**src/rtl/elm_pkg.sv**
```systemverilog
// elm_pkg: shared LFSR constants, seed derivation, saturation and FSM state type
package elm_pkg;
  localparam int LFSR_W = 16;
  // Feedback taps for x^16+x^14+x^13+x^11+1 (state bits 15,13,12,10)
  localparam logic [LFSR_W-1:0] LFSR_TAPS = 16'hB400;
  typedef enum logic [1:0] {IDLE, MAC, OUT} state_e;
  function automatic logic [LFSR_W-1:0] lfsr_seed(input logic [LFSR_W-1:0] base, input int n);
    logic [LFSR_W-1:0] s;
    s = base + LFSR_W'(n * 'h1111);
    return (s == '0) ? LFSR_W'(1) : s;
  endfunction
  function automatic logic signed [63:0] saturate(input logic signed [63:0] acc, input int out_w);
    logic signed [63:0] hi;
    hi = (64'sd1 <<< (out_w - 1)) - 64'sd1;
    return (acc > hi) ? hi : (acc < -hi - 64'sd1) ? -hi - 64'sd1 : acc;
  endfunction
endpackage

```
**src/rtl/elm_lfsr_weight.sv**
```systemverilog
// elm_lfsr_weight: seedable 16-bit Fibonacci LFSR presenting its low bits as a signed weight
module elm_lfsr_weight
  import elm_pkg::*;
#(
  parameter int                WGT_W = 11,
  parameter logic [LFSR_W-1:0] SEED  = 16'hACE1
) (
  input  logic                    clk,
  input  logic                    rst,
  input  logic                    load,
  input  logic                    step,
  output logic signed [WGT_W-1:0] wgt
);
  logic [LFSR_W-1:0] state_q, state_d;
  always_comb state_d = load ? SEED : step ? {state_q[LFSR_W-2:0], ^(state_q & LFSR_TAPS)} : state_q;
  always_ff @(posedge clk or posedge rst)
    if (rst) state_q <= SEED;
    else     state_q <= state_d;
  assign wgt = state_q[WGT_W-1:0];
endmodule

```
**src/rtl/elm_rwg_mac_engine.sv**
```systemverilog
// elm_rwg_mac_engine: multi-neuron random-weight MAC engine producing one saturated/ReLU
// activation vector per image of BEATS multi-pixel beats.
module elm_rwg_mac_engine
  import elm_pkg::*;
#(
  parameter int          PIX_W       = 8,
  parameter int          NPIX        = 16,
  parameter int          WGT_W       = 11,
  parameter int          NUM_NEURONS = 4,
  parameter int          BEATS       = 8,
  parameter int          ACC_W       = 32,
  parameter int          OUT_W       = 16,
  parameter logic [15:0] SEED_BASE   = 16'hACE1
) (
  input  logic                         clk2,
  input  logic                         reset_ap2,
  input  logic                         in_valid,
  output logic                         in_ready,
  input  logic [NPIX*PIX_W-1:0]        in_data,
  input  logic                         mode,
  output logic                         out_valid,
  input  logic                         out_ready,
  output logic [NUM_NEURONS*OUT_W-1:0] out_data,
  output logic                         busy
);
  localparam int PCW = (NPIX > 1) ? $clog2(NPIX) : 1;
  localparam int BCW = (BEATS > 1) ? $clog2(BEATS) : 1;
  state_e                              state_q, state_d;
  logic [NPIX*PIX_W-1:0]               pix_q, pix_d;
  logic [PCW-1:0]                      pix_cnt_q, pix_cnt_d;
  logic [BCW-1:0]                      beat_cnt_q, beat_cnt_d;
  logic [NUM_NEURONS-1:0][ACC_W-1:0]   acc_q, acc_d;
  logic [NUM_NEURONS*OUT_W-1:0]        out_q, out_d, res;
  logic                                mode_q, mode_d, in_ready_q, in_ready_d;
  logic                                out_valid_q, out_valid_d, busy_q, busy_d;
  logic signed [WGT_W-1:0]             wgt [NUM_NEURONS];
  logic signed [PIX_W+WGT_W:0]         prod [NUM_NEURONS];
  logic signed [ACC_W-1:0]             acc_nxt [NUM_NEURONS];
  logic                                accept, first, mac;
  assign accept = in_valid & in_ready_q;
  assign first  = accept && beat_cnt_q == '0;
  assign mac    = state_q == MAC;
  for (genvar n = 0; n < NUM_NEURONS; n++) begin : g_neuron
    elm_lfsr_weight #(.WGT_W(WGT_W), .SEED(lfsr_seed(SEED_BASE, n))) u_lfsr (
      .clk(clk2), .rst(reset_ap2), .load(first), .step(mac), .wgt(wgt[n])
    );
    assign prod[n]    = $signed({1'b0, pix_q[PIX_W-1:0]}) * wgt[n];
    assign acc_nxt[n] = $signed(acc_q[n]) + ACC_W'(prod[n]);
    // ReLU keys off the accumulator sign, which the clamp preserves
    assign res[n*OUT_W +: OUT_W] = (mode_q && acc_nxt[n][ACC_W-1]) ? '0
                                 : OUT_W'(saturate(64'(acc_nxt[n]), OUT_W));
  end
  always_comb begin
    state_d     = state_q;
    pix_d       = pix_q;
    pix_cnt_d   = pix_cnt_q;
    beat_cnt_d  = beat_cnt_q;
    acc_d       = acc_q;
    out_d       = out_q;
    mode_d      = mode_q;
    in_ready_d  = in_ready_q;
    out_valid_d = out_valid_q;
    busy_d      = busy_q;
    if (state_q == IDLE && accept) begin
      pix_d      = in_data;
      state_d    = MAC;
      in_ready_d = 1'b0;
      if (first) begin
        acc_d  = '0;
        mode_d = mode;
        busy_d = 1'b1;
      end
    end else if (mac) begin
      pix_d     = pix_q >> PIX_W;
      pix_cnt_d = pix_cnt_q + 1'b1;
      for (int i = 0; i < NUM_NEURONS; i++) acc_d[i] = acc_nxt[i];
      if (pix_cnt_q == PCW'(NPIX - 1)) begin
        pix_cnt_d = '0;
        if (beat_cnt_q == BCW'(BEATS - 1)) begin
          beat_cnt_d  = '0;
          state_d     = OUT;
          out_d       = res;
          out_valid_d = 1'b1;
        end else begin
          beat_cnt_d = beat_cnt_q + 1'b1;
          state_d    = IDLE;
          in_ready_d = 1'b1;
        end
      end
    end else if (state_q == OUT && out_ready) begin
      out_valid_d = 1'b0;
      busy_d      = 1'b0;
      state_d     = IDLE;
      in_ready_d  = 1'b1;
    end
  end
  always_ff @(posedge clk2 or posedge reset_ap2)
    if (reset_ap2) begin
      state_q     <= IDLE;
      pix_q       <= '0;
      pix_cnt_q   <= '0;
      beat_cnt_q  <= '0;
      acc_q       <= '0;
      out_q       <= '0;
      mode_q      <= 1'b0;
      in_ready_q  <= 1'b1;
      out_valid_q <= 1'b0;
      busy_q      <= 1'b0;
    end else begin
      state_q     <= state_d;
      pix_q       <= pix_d;
      pix_cnt_q   <= pix_cnt_d;
      beat_cnt_q  <= beat_cnt_d;
      acc_q       <= acc_d;
      out_q       <= out_d;
      mode_q      <= mode_d;
      in_ready_q  <= in_ready_d;
      out_valid_q <= out_valid_d;
      busy_q      <= busy_d;
    end
  assign in_ready  = in_ready_q;
  assign out_valid = out_valid_q;
  assign out_data  = out_q;
  assign busy      = busy_q;
endmodule
```
**config.mk**
```make
export PLATFORM = sky130hd
export DESIGN_NAME = elm_rwg_mac_engine
export DESIGN_NICKNAME = d
export VERILOG_FILES = /design/src/rtl/elm_pkg.sv /design/src/rtl/elm_lfsr_weight.sv /design/src/rtl/elm_rwg_mac_engine.sv
export SDC_FILE = /design/constraint.sdc
export NUM_CORES = 2
export LEC_CHECK = 0
export ABC_AREA = 0
export CORE_MARGIN = 2
export CORE_UTILIZATION = 64
export CTS_CLUSTER_DIAMETER = 80
export DETAILED_ROUTE_END_ITERATION = 6
export PLACE_DENSITY = 0.8
export SLEW_MARGIN = 20
export SYNTH_ARGS = -nofsm -noshare
export SYNTH_HDL_FRONTEND = slang
export SYNTH_SLANG_ARGS = --single-unit
```
**constraint.sdc**
```tcl
create_clock -name clk2 -period 45.5 [get_ports clk2]
set_input_delay 11.375 -clock clk2 [delete_from_list [all_inputs] [get_ports clk2]]
set_output_delay 11.375 -clock clk2 [all_outputs]
set_load 0.1 [all_outputs]
```
**Word level (Yosys, flattened, before mapping)**

Index checks and enable logic that the tools add are counted.

- Reduce and logical (&&, ||, !) cells: 27
- $add $sub $neg: 6
- Mux-type cells: 44
- Bitwise gates (word level): 2
- $lt $le $gt $ge: 8
- Multiply operators: 4
- Eq/ne operators: 10

Operators with widths:

| kind | number |
|---|---|
| 128-bit two-way mux | 5 |
| 16-bit two-way mux | 20 |
| 32-bit by 20-bit adder with 32-bit output | 4 |
| 32-bit by 16-bit > comparator with 1-bit output (second input constant) | 4 |
| 32-bit by 16-bit < comparator with 1-bit output (second input constant) | 4 |
| 9-bit by 11-bit multiplier with 20-bit output | 4 |
| 16-bit parity | 4 |
| 1-bit two-way mux | 12 |
| 2-bit two-way mux | 5 |
| 3-bit AND reduction | 3 |
| 2-bit AND reduction | 4 |
| 4-bit AND reduction | 2 |
| 2-bit nonzero test | 4 |
| 1-bit logical AND | 7 |
| 2-bit inequality test (second input constant) | 3 |
| 3-bit inequality test (second input constant) | 2 |
| 4-bit by 1-bit adder with 4-bit output (second input constant) | 1 |
| 4-bit == test (second input constant) | 1 |
| 4-bit two-way mux | 1 |
| 3-bit by 1-bit adder with 3-bit output (second input constant) | 1 |
| 3-bit == test (second input constant) | 1 |
| 3-bit zero test | 1 |
| 3-bit two-way mux | 1 |
| 3-bit nonzero test | 1 |
| other kinds (6) | 6 |

- Bits in registers: 397
- Word-level logic and storage cells: 118
- Output and inout bits: 67

**Depth between registers and ports, before layout**

- Depth in word-level cells: 6
- Gate-level depth with buffers: 27

**Hierarchy**

From an unflattened synthesis, not the netlist that was laid out.

- Cell total of the unflattened synthesis: 3,979
- Area total of the unflattened synthesis: 37,632.3 µm²

Modules (own cells, without submodules):

| module | sequential area each (µm²) | area each (µm²) | cells an instance | times used |
|---|---|---|---|---|
| elm_rwg_mac_engine | 8,334.2 | 34,445.5 | 3,710 | 1 |
| elm_lfsr_weight (g_neuron[0].u_lfsr ...) | 410.4 | 775.7 | 67 | 2 |
| elm_lfsr_weight (g_neuron[1].u_lfsr) | 414.1 | 850.8 | 68 | 1 |
| elm_lfsr_weight (g_neuron[3].u_lfsr) | 406.6 | 784.5 | 67 | 1 |

**Worst setup path after synthesis**

No wires, ideal clock.

- Path kind: input to register
- Start: input port in_valid
- End: register acc_q[49] in the netlist's numbering
- Stages: 6
- Setup time: 121 ps
- Data arrival time: 12,742 ps
- Path buffers: 2
- Setup slack: 32,637 ps
- Data required time: 45,379 ps
- Cells stage by stage: nand2_1 nor3b_1 o21ai_0 clkbuf_1 clkbuf_1 a22o_1

- Cells in the longest elaborated chain, start to end: 4
- Elaborated cells on any way between the ends: 7
- Those cells by class: eq/ne (1); mux (1); bitwise (1); reduce/logical (4)

Ends and longest elaborated chain:

| what | line | source |
|---|---|---|
| from (decl) | elm_rwg_mac_engine.sv:17 | `input logic in_valid,` |
| 1-bit bitwise AND * | elm_rwg_mac_engine.sv:40 | `assign accept = in_valid & in_ready_q;` |
| 1-bit logical AND, on equally long branches | elm_rwg_mac_engine.sv:64, elm_rwg_mac_engine.sv:41 |  |
| 2-bit by 1-bit inequality test with 1-bit output (no source line) or 2-bit nonzero test (tied branches) | -- |  |
| 2-bit AND reduction (no source line) | -- |  |
| to (signal assigned) | elm_rwg_mac_engine.sv:103 | `acc_q <= '0;` |
| to (signal assigned) | elm_rwg_mac_engine.sv:114 | `acc_q <= acc_d;` |
| to (decl) | elm_rwg_mac_engine.sv:32 | `logic [NUM_NEURONS-1:0][ACC_W-1:0] acc_q, acc_d;` |

Every way passes the cells marked *; elsewhere a longest branch is shown, timed or not.
A chain may end at the register's enable or synchronous reset.

==> impl_metrics.csv <==
group,metric,value,unit
sta,final-max-slew-violation-count,0,
routing,drt_iter0_markers,2779,
clock_network,cts_sinks,397,
job,cap_violations,0,
sta,hold_violations,0,
sta,tns,0,ns
clock_network,clock_latency,0.61,ns
sta,worst_pin_slew,1.16,ns
yosys,synth_nets,4838,
floorplan,die_area,60200,sq um
setup_path,setup.worst_path.start,"reset_ap2",
clock_network,cts_setup_buffers,0,
yosys,postSynthCellCount,4053,
grt,antenna_found_initial,0,
clock_network,post_cts_resized,0,
grt,grt_max_degree,240,
routing,wirelength,90900,um
clock_network,clk_pin_slew,0.06,ns
setup_path,crit_path_cell_trace,"clkdlybuf4s50_1 > inv_8 > buf_4 > buf_4",
sta,worst_slack,31.68,ns
setup_path,rr_worst_depth,21,
power_and_ir_drop,power_density,18.9,nW/um^2
clock_network,ctsRootBufferMaster,"clkbuf_16",
setup_path,slowest_stage,"buf_4",
floorplan,core-area,57700,sq um
setup_path,crit_end,"acc_q[85]",
routing,post_drt_wl_per_cell,18.6,um
sta,max_freq,72.4,MHz
yosys,async_flop_share,100,%
yosys,synthTopCellsByArea,"dfrtp_1, fa_1, ha_1, inv_1, nand2_1",
status,status,"finished, violations left",
setup_path,critPathKind,"primary input to async pin",
sta,rsz0062_at_grt,"false",
status,violations,"DRC",
setup_path,endpoint_kind,"async pin",
grt,grt_pass1_wl,153000,um
min_path,hold_path_class,"flop to flop",
setup_path,cp-start-kind,"primary input",
setup_path,required,46.09,ns
yosys,synth_ff_type,"dfrtp_1",
cells_and_area,diodes,0,
sta,max_slew_margin,22.9,%
yosys,synthDistinctLibCells,94,
placement,dp_slack,30.92,ns
placement,io_buffers,199,
setup_path,rr_startpoint,"pix_q[0]",
yosys,seq_area_frac_synth,26.7,%
floorplan,start_util,64.6,%
clock_network,cts_tree,"yes",
floorplan,num_rows,88,
yosys,synth_area,37300,sq um
power_and_ir_drop,vdd_drop_max,0.0000289,V
clock_network,holdBufCountCts,0,
sta,setup-violations-final,0,
routing,drt-vias-per-instance,6.03,
setup_path,cp_max_fo,127,
routing,ant_nets,0,
placement,hpwl,65900,um
routing,firstDrtPassIters,7,
floorplan,die_h,245,um
cells_and_area,nNetsFinal,4869,
clock_network,htreeDepth,2,
routing,vias,29477,
yosys,synth-edff-count,0,
sta,timing.final.crit_share,30.4,%
yosys,synth_top_area_share,24.4,%
floorplan,die_x,245,um
yosys,synth_top_cell_by_area,"dfrtp_1",
setup_path,cpPeakStageDelay,0.89,ns
floorplan,ios,200,
yosys,syn_avg_cell_area,9.20,sq um
routing,drc,55,
grt,overflow,0,
cells_and_area,final_common_cell,"inv_1",
sta,clock_skew,0.0219,ns
grt,grt_pass1_vias,30132,
grt,grtUsageTotal,31.1,%
cells_and_area,syn_to_final_growth,10.5,%
setup_path,regToRegSetupSlack,36.35,ns
clock_network,cts_buffers,49,
yosys,ys_seq_elements,397,
power_and_ir_drop,p_leak,22.3,nW
cells_and_area,mostFrequentLayoutCells,"inv_1, nand2_1, fa_1",
power_and_ir_drop,power.total,0.777,mW
yosys,yosysWarnings,0,
placement,gp_congestion,0.921,
setup_path,cp.arrival,14.41,ns
cells_and_area,layout-drive-gt1-share,4.75,%
sta,post-route-min-period,13.82,ns
setup_path,crit_top_cell,"buf_4",
clock_network,clock_path_buffers,3,
setup_path,worstReg2RegEnd,"out_data[58]",
critical path: cells and delay by family:
family	cells	cell delay (ns)
buffers and inverters	4	2.83
how the worst min path moves through the flow:
stage | start | to | slack, ns | cells past startpoint
3_5_place_dp | acc_q[8] | acc_q[8] | 0.47 | 2
5_1_grt | acc_q[8] | acc_q[8] | 0.51 | 2
6_report | acc_q[8] | acc_q[8] | 0.48 | 2
2_1_floorplan | acc_q[114] | acc_q[114] | 0.45 | 2
3_3_place_gp | acc_q[83] | acc_q[83] | 0.46 | 2
4_1_cts | g_neuron[3].u_lfsr.state_q[14] | g_neuron[3].u_lfsr.state_q[15] | 0.48 | 2
area by class of cell:
class | instances | area (sq um)
Clock buffer | 63 | 1370
Clock inverter | 29 | 302
Fill cell | 4332 | 16500
Inverter | 701 | 2640
Multi-Input combinational cell | 2712 | 23800
Sequential cell | 397 | 9980
Tap cell | 765 | 957
Timing Repair Buffer | 223 | 2200
logic make-up after synthesis:
family,share of synthesized area [%]
simple gates,14.4
buf+inv,9.65
compound gates,16.4
fa+ha+maj,30.1
flops,26.7
xor+xnor,2.30
mux,0.352
metal layers:
layer	GRT usage, %	routed length (um)	vias up
li1	-	-	13602
met1	43.0	39200	14727
met2	51.6	43900	971
met3	4.66	5570	177
met4	8.27	2250	0
met5	0	0	-
Yosys cell counts, types with 10 or more instances:
| master | number |
|---|---|
| a211o_1 | 12 |
| a211oi_1 | 19 |
| a21o_1 | 58 |
| a21oi_1 | 173 |
| a221o_1 | 21 |
| a222oi_1 | 120 |
| a22o_1 | 67 |
| a31oi_1 | 14 |
| and2_1 | 207 |
| and3_1 | 17 |
| and4_1 | 14 |
| buf_2 | 16 |
| clkbuf_1 | 218 |
| dfrtp_1 | 364 |
| dfstp_2 | 33 |
| fa_1 | 408 |
| ha_1 | 244 |
| inv_1 | 701 |
| nand2_1 | 517 |
| nand2b_1 | 16 |
| nand3_1 | 61 |
| nand4_1 | 38 |
| nor2_1 | 100 |
| nor2b_1 | 12 |
| nor3_1 | 33 |
| nor3b_1 | 10 |
| nor4_1 | 20 |
| o2111ai_1 | 11 |
| o211ai_1 | 43 |
| o21a_1 | 25 |
| o21ai_0 | 137 |
| o21ai_1 | 22 |
| o21bai_1 | 14 |
| o22ai_1 | 17 |
| o31ai_1 | 10 |
| or3_1 | 17 |
| xnor2_1 | 57 |
| xor2_1 | 41 |
sequential cells by signal, indices dropped and copies added, names as in the netlist:
| name | cells |
|---|---|
| acc_q | 128 |
| pix_q | 128 |
| g_neuron.u_lfsr.state_q | 64 |
| out_data | 64 |
| pix_cnt_q | 4 |
| beat_cnt_q | 3 |
| state_q | 2 |
| busy | 1 |
| in_ready | 1 |
| mode_q | 1 |
| out_valid | 1 |
power by group:
part	leakage, nW	internal [mW]	switching, mW
Combinational	16.6	0.0101	0.00911
Clock	0.807	0.229	0.176
Sequential	4.89	0.353	0
stage by stage:
step | cell area, sq um | utilization [%] | hold WS [ns] | std cells
floorplan | 37300 | - | 0.449 | 4053
CTS | 41200 | 71.4 | 0.484 | 4889
detailed placement | 39500 | 68.5 | 0.471 | 4797
global route | 41200 | 71.4 | 0.508 | 4890
global placement | 39500 | 68.5 | 0.461 | 4797
finish | 41200 | 71.4 | 0.480 | 4890
No activity file was read; power rests on OpenSTA's default activity.
